[config.mk]
export PLATFORM = sky130hd
export DESIGN_NAME = seq_restoring_divider
export DESIGN_NICKNAME = d
export VERILOG_FILES = /design/src/rtl/seq_restoring_divider.sv
export SDC_FILE = /design/constraint.sdc
export NUM_CORES = 1
export LEC_CHECK = 0
export CAP_MARGIN = 10
export CORE_MARGIN = 10
export CORE_UTILIZATION = 30
export CTS_BUF_LIST = sky130_fd_sc_hd__clkbuf_4
export DETAILED_ROUTE_END_ITERATION = 10
export PLACE_DENSITY_LB_ADDON = 0.2
export SLEW_MARGIN = 20
export SYNTH_ARGS = -nofsm -noshare
export SYNTH_HDL_FRONTEND = slang
export SYNTH_SLANG_ARGS = --single-unit
[constraint.sdc]
create_clock -name clk -period 2.3 [get_ports clk]
set_input_delay 0.69 -clock clk [delete_from_list [all_inputs] [get_ports clk]]
set_output_delay 0.69 -clock clk [all_outputs]
set_load 0.1 [all_outputs]
[src/rtl/seq_restoring_divider.sv]
// Unsigned sequential restoring divider, one quotient bit per clock.
// Ports: clk/rst (sync, active-high); in_valid/in_ready with dividend and
//   divisor; out_valid/out_ready with quotient, remainder, div_by_zero.
module seq_restoring_divider #(
    parameter int WIDTH = 8
) (
    input  logic             clk,
    input  logic             rst,
    input  logic             in_valid,
    output logic             in_ready,
    input  logic [WIDTH-1:0] dividend,
    input  logic [WIDTH-1:0] divisor,
    output logic             out_valid,
    input  logic             out_ready,
    output logic [WIDTH-1:0] quotient,
    output logic [WIDTH-1:0] remainder,
    output logic             div_by_zero
);

    localparam int N  = WIDTH + 1;
    localparam int LV = $clog2(N);
    localparam int CW = $clog2(WIDTH);

    typedef enum logic [1:0] {
        IDLE,
        RUN,
        DONE
    } state_t;

    state_t           state_q, state_d;
    logic [CW-1:0]    cnt_q, cnt_d;
    logic [WIDTH-1:0] r_q, r_d;
    logic [WIDTH-1:0] dq_q, dq_d;
    logic [WIDTH-1:0] dvs_q, dvs_d;
    logic [WIDTH-1:0] quot_q, quot_d;
    logic [WIDTH-1:0] rem_q, rem_d;
    logic             dbz_q, dbz_d;

    // Trial subtraction datapath
    logic [N-1:0]       rs;
    logic [N-1:0]       sub_b;
    logic [N-1:0]       g, p;
    logic [LV:0][N-1:0] gk;
    logic [LV:0][N-1:0] pk;
    logic [WIDTH-1:0]   diff;
    logic               no_borrow;

    assign rs    = {r_q, dq_q[WIDTH-1]};
    assign sub_b = ~{1'b0, dvs_q};

    // Kogge-Stone carry lookahead; the carry-in of 1 is folded into
    // the bit-0 generate so the prefix tree yields carries directly.
    always_comb begin
        g      = rs & sub_b;
        p      = rs ^ sub_b;
        gk     = '0;
        pk     = '0;
        gk[0]  = g;
        gk[0][0] = g[0] | p[0];
        pk[0]  = p;
        for (int l = 0; l < LV; l++) begin
            for (int i = 0; i < N; i++) begin
                if (i >= (1 << l)) begin
                    gk[l+1][i] = gk[l][i]
                               | (pk[l][i] & gk[l][i-(1<<l)]);
                    pk[l+1][i] = pk[l][i] & pk[l][i-(1<<l)];
                end else begin
                    gk[l+1][i] = gk[l][i];
                    pk[l+1][i] = pk[l][i];
                end
            end
        end
        diff[0] = p[0] ^ 1'b1;
        for (int i = 1; i < WIDTH; i++) begin
            diff[i] = p[i] ^ gk[LV][i-1];
        end
        no_borrow = gk[LV][N-1];
    end

    always_comb begin
        state_d = state_q;
        cnt_d   = cnt_q;
        r_d     = r_q;
        dq_d    = dq_q;
        dvs_d   = dvs_q;
        quot_d  = quot_q;
        rem_d   = rem_q;
        dbz_d   = dbz_q;
        unique case (state_q)
            IDLE: begin
                if (in_valid) begin
                    dq_d  = dividend;
                    dvs_d = divisor;
                    r_d   = '0;
                    if (divisor == '0) begin
                        state_d = DONE;
                        quot_d  = '1;
                        rem_d   = dividend;
                        dbz_d   = 1'b1;
                    end else begin
                        state_d = RUN;
                        cnt_d   = CW'(WIDTH - 1);
                    end
                end
            end
            RUN: begin
                // A carry-out means the trial difference is non-negative.
                r_d  = no_borrow ? diff : rs[WIDTH-1:0];
                dq_d = {dq_q[WIDTH-2:0], no_borrow};
                if (cnt_q == '0) begin
                    state_d = DONE;
                    quot_d  = dq_d;
                    rem_d   = r_d;
                    dbz_d   = 1'b0;
                end else begin
                    cnt_d = cnt_q - 1'b1;
                end
            end
            DONE: begin
                if (out_ready) begin
                    state_d = IDLE;
                end
            end
            default: state_d = IDLE;
        endcase
    end

    always_ff @(posedge clk) begin
        if (rst) begin
            state_q <= IDLE;
            cnt_q   <= '0;
            r_q     <= '0;
            dq_q    <= '0;
            dvs_q   <= '0;
            quot_q  <= '0;
            rem_q   <= '0;
            dbz_q   <= 1'b0;
        end else begin
            state_q <= state_d;
            cnt_q   <= cnt_d;
            r_q     <= r_d;
            dq_q    <= dq_d;
            dvs_q   <= dvs_d;
            quot_q  <= quot_d;
            rem_q   <= rem_d;
            dbz_q   <= dbz_d;
        end
    end

    assign in_ready    = (state_q == IDLE);
    assign out_valid   = (state_q == DONE);
    assign quotient    = quot_q;
    assign remainder   = rem_q;
    assign div_by_zero = dbz_q;

endmodule
After elaboration in Yosys (flattened, before gate mapping)
Index checks and enable logic that the tools add are counted.

Register bits: 46. Input port bits: 20. Output and inout port bits: 19. Word-level logic and storage cells: 111.

Add/sub/neg operators: 1. Equal/unequal tests: 8. Multiplexer cells: 26. Bitwise operators: 59. Reductions and logical operators: 9.

Operators with widths (number): $mux 8 (9); $pmux 8 s2 (4); $and 1x1->1 (29); $or 1x1->1 (19); $and 9x9->9 (1); $mux 3 (3); $not 8->9 (1); $xor 9x9->9 (1); $logic_not 8->1 (1); $mux 2 (4); $ne 2x2->1 const B (4); $reduce_and 4->1 (2); $xor 1x1->1 (7); $pmux 2 s3 (1); $pmux 3 s2 (1); $ne 2x1->1 const B (2); $reduce_and 2->1 (2); $logic_not 3->1 (1); $mux 1 (3); $reduce_and 3->1 (1); $sub 3x1->3 const B (1); $eq 2x1->1 const B (1); $eq 2x2->1 const B (1); $logic_not 2->1 (1); 3 further kinds (3).

Longest topological paths before layout
Word-level depth: 12. Depth in mapped cells: 10.

Worst setup path after synthesis
OpenSTA, ideal clock, no wires.

Path kind: flip-flop to output port. Start: register state_q[1]. End: output port out_valid. Arrival time: 2.193 ns. Data required time: 1.610 ns. Path slack: -0.583 ns. Cell stages (with the launch flop): 4. Path through: dfxtp_1 -> clkbuf_1 -> clkbuf_1 -> nor2b_1.

Word-level cells in the longest chain between the ends: 1.

Ends and longest elaborated chain: from (decl) (line 30) `state_t state_q, state_d;`; from (signal assigned) (line 139) `state_q <= state_d;`; $eq 2x2->1 (line 151) `assign out_valid = (state_q == DONE);`; to (decl) (line 13) `output logic out_valid,`.

No other way between the ends.

Worst setup path in the final report
Start: register r_q[4]. End: register rem_q[1] (netlist: remainder[1]).

Word-level cells in the longest chain between the ends: 10.

Ends and longest elaborated chain: from (decl) (line 32) `logic [WIDTH-1:0] r_q, r_d;`; from (signal assigned) (line 141) `r_q <= r_d;`; $and 9x9->9 (line 54) `g = rs & sub_b;`; $and 1x1->1 (line 65) `| (pk[l][i] & gk[l][i-(1<<l)]);`; $or 1x1->1 (line 65); $and 1x1->1 (line 65); $or 1x1->1 (2 in a row) (line 65); $or 1x1->1 (*) (line 65); $mux 8 (*) (line 108) `r_d = no_borrow ? diff : rs[WIDTH-1:0];`; $mux 8 (*) (line 110) `if (cnt_q == '0) begin`; $pmux 8 s2 (*) (line 89) `unique case (state_q)`; to (signal assigned) (line 145) `rem_q <= rem_d;`; to (decl) (line 36) `logic [WIDTH-1:0] rem_q, rem_d;`.

Every way passes the cells marked *; elsewhere a longest branch is shown, timed or not. The select of a mux whose other input is x is not followed. A chain may end at the register's enable or synchronous reset.

==> results.sh <==
export IMPL_grt_pass1_wl_um=11080
export IMPL_fmax_ghz=0.4521
export IMPL_htree_num_levels=2
export IMPL_syn_nets=341
export IMPL_fin_crit_sh_pct=96.18
export IMPL_core_sq_um=7807
export IMPL_grtUsageTotal_pct=11.20
export IMPL_holdBufCountCts=0
export IMPL_yosys_top_cells_area="dfxtp_1 (38%), nand2_1 (9.6%), nor2_1 (6.3%)"
export IMPL_dieArea_sq_um=12120
export IMPL_cts_sinks=46
export IMPL_ys_flop_type="dfxtp_1"
export IMPL_cts_tree="built"
export IMPL_total_power_mw=3.746
export IMPL_grt_start_max_net_pins=24
export IMPL_root_buffer="clkbuf_4"
export IMPL_cts_made_buffers=5
export IMPL_netlist_area_sq_um=2436
export IMPL_setup_tns_ps=0
export IMPL_hold_class="flop to flop"
export IMPL_max_cap_violations=0
export IMPL_globalplace_congestion=0.7997
export IMPL_ys_async_sr_fraction_pct=0
export IMPL_dp_final_hpwl_um=5108
export IMPL_path_max_fanout=6
export IMPL_drtPass1Iterations=4
export IMPL_p_leak_nw=1.325
export IMPL_slew_headroom_pct=73.85
export IMPL_layout_min_cycle_time_ps=2212
export IMPL_grt_overflow=0
export IMPL_worstMarginPinSlew_ps=391.7
export IMPL_syn_instance_count=310
export IMPL_wl_um=6657
export IMPL_final_instance_count_excl_fill=479
export IMPL_io_buffers=38
export IMPL_drt_first_iter_violations=137
export IMPL_via_count=2343
export IMPL_critical_path_required_ps=2580
export IMPL_critical_path_class="flop to flop"
export IMPL_nNetsFinal=406
export IMPL_synth_area_per_cell_sq_um=7.858
export IMPL_drc=0
export IMPL_drv_slew=0
export IMPL_status="complete, no violations"
export IMPL_synth_edff_count=0
export IMPL_cp_data_arrival_time_ps=2490
export IMPL_endpoint_kind="flop"
export IMPL_routedWlPerCell_um=13.90
export IMPL_via_per_inst=4.891
export IMPL_fp_row_count=32
export IMPL_finalCoreUtilization_pct=42.05
export IMPL_ios=39
export IMPL_yosysSeqAreaShare_pct=37.80
export IMPL_die_x_um=110.1
export IMPL_drive_gt1_share_pct=26.06
export IMPL_die_h_um=110.1
export IMPL_clock_skew_ps=15.43
export IMPL_area_growth_pct=34.77
export IMPL_antenna_found_initial=1
export IMPL_hold_viol=0
export IMPL_grt_pass1_vias=2263
export IMPL_peakVddDrop_mv=0.8155
export IMPL_rsz0062_at_grt="yes"
export IMPL_holdWs_ps=465.1
export IMPL_dp_cells=466
export IMPL_powerDensity_nw_per_um2=1141
export IMPL_yosysWarnings=0
export IMPL_clockBufferDepth=2
export IMPL_ant_nets=0
export IMPL_crit_path_start_kind="flop"
export IMPL_synth_top_area_share_pct=37.80
export IMPL_start_util_pct=31.20
export IMPL_ys_ff_latch=46
export IMPL_clk_pin_slew_ps=160
export IMPL_yosysTopAreaCell="dfxtp_1"
export IMPL_setup_viol=0
export IMPL_worstSkewPairLatency_ps=370
export IMPL_ys_types=43
==> layout make-up <==
| type | count | area, sq um |
|---|---|---|
| Tap cell | 102 | 127.6 |
| Clock inverter | 3 | 18.77 |
| Multi-Input combinational cell | 232 | 1460 |
| Fill cell | 801 | 4524 |
| Inverter | 15 | 56.30 |
| Clock buffer | 5 | 37.54 |
| Timing Repair Buffer | 75 | 651.9 |
| Antenna cell | 1 | 2.502 |
| Sequential cell | 46 | 928.4 |
==> path summary, 6_finish.rpt <==
check	from	to	slack (ps)	depth (start not counted)
worst max-delay path	r_q[4]$_SDFFE_PP0P_	remainder[1]$_SDFFE_PP0P_	90	8
worst min-delay path	dvs_q[1]$_SDFFE_PP0P_	dvs_q[1]$_SDFFE_PP0P_	470	2
worst max register to register	r_q[4]$_SDFFE_PP0P_	remainder[1]$_SDFFE_PP0P_	90	8
worst min register to register	dvs_q[1]$_SDFFE_PP0P_	dvs_q[1]$_SDFFE_PP0P_	470	2
==> sequential cells by signal (all words and copies together) (netlist names) <==
| name | count |
|---|---|
| cnt_q | 3 |
| dq_q | 8 |
| quotient | 8 |
| div_by_zero | 1 |
| dvs_q | 8 |
| remainder | 8 |
| r_q | 8 |
| state_q | 2 |
==> layer usage <==
layer	vias to the layer above	GRT usage, %	wire length [um]
met2	54	16.93	2937
met4	0	3.303	49
li1	1213	-	-
met1	1074	15.37	3201
met3	2	2.786	470
met5	-	0	0
==> worst max-delay path, stage by stage, from the launching register on <==
cell and delay [ps]:
dfxtp_1 380, ha_1 360, a211oi_2 190, o22ai_1 140
nor3_2 260, buf_6 170, mux2_4 310, a21oi_1 250
nor3_1 70
==> stage by stage <==
stage	cell area, sq um	setup WS, ps
floorplan	2441	-77.84
global placement	3107	-139.6
detailed placement	3107	-174.0
CTS	3178	6.315
global route	3283	-8.886
finish	3283	87.94
==> Yosys cell counts (2+ instances only) <==
| cell | count |
|---|---|
| nor2b_1 | 3 |
| a31oi_1 | 4 |
| or4b_1 | 2 |
| nor4_1 | 3 |
| dfxtp_1 | 46 |
| a211oi_1 | 13 |
| a311oi_1 | 10 |
| a21oi_1 | 21 |
| nor2_1 | 41 |
| ha_1 | 10 |
| mux2_4 | 2 |
| clkbuf_1 | 11 |
| nand2_1 | 62 |
| or2_2 | 2 |
| o211ai_1 | 4 |
| a21o_1 | 4 |
| nor3_1 | 3 |
| nor3_2 | 3 |
| and2_1 | 2 |
| buf_2 | 4 |
| nand3_1 | 2 |
| mux2i_1 | 2 |
| a32o_1 | 2 |
| o21ai_0 | 16 |
| o211a_1 | 2 |
| nand2b_1 | 5 |
| inv_1 | 15 |
==> cell families (layout without fill, tap and decap cells) <==
family	count (synthesis)	count (layout)	share of synthesized area (%)
fa+ha+maj	11	11	5.958
flops	46	46	37.80
mux	5	5	2.517
xor+xnor	1	1	0.3596
buf+inv	32	98	5.598
compound gates	83	83	23.73
other cells	0	1	0
simple gates	132	132	24.04
==> placed cells by master, fill, tap and decap left out, types with 2 or more instances in the layout <==
master           synthesis  layout
a311oi_1                10      10
nor2_1                  41      40
ha_4                     0       2
mux2_4                   2       2
nor2b_1                  3       2
ha_1                    10       7
buf_12                   0       3
and2_1                   2       2
nand2b_1                 5       4
nand2_1                 62      62
nor3_1                   3       2
a32o_1                   2       2
clkinv_2                 0       2
nor4_1                   3       2
nor2_2                   1       2
a211oi_2                 0       2
o21ai_0                 16      16
or2_2                    2       2
dfxtp_2                  0       6
or4b_1                   2       2
a31oi_1                  4       4
o211a_1                  2       2
o211ai_1                 4       4
a21oi_1                 21      21
a211oi_1                13      11
nor3_2                   3       4
clkdlybuf4s50_1          0      19
clkbuf_4                 0       5
dfxtp_1                 46      40
a21o_1                   4       4
inv_1                   15      13
buf_4                    1      52
inv_2                    0       2
==> power breakdown <==
group | internal [mW] | switching [mW] | total, mW | leakage, nW
sequential | 0.965 | 0.124 | 1.09 | 0.379
combinational | 0.859 | 1.39 | 2.25 | 0.910
clock | 0.120 | 0.288 | 0.409 | 0.0354
total | 1.94 | 1.80 | 3.75 | 1.33
==> repair_timing <==
| item | 4_1_cts | 5_1_grt |
|---|---|---|
| resized for setup | 3 | 18 |
| endpoints found under the setup margin | 2 | 12 |
| gates cloned | 0 | 0 |
| pin swaps | 1 | 7 |
| setup buffers | 1 | 3 |
Power figures use the tool's default switching activity.
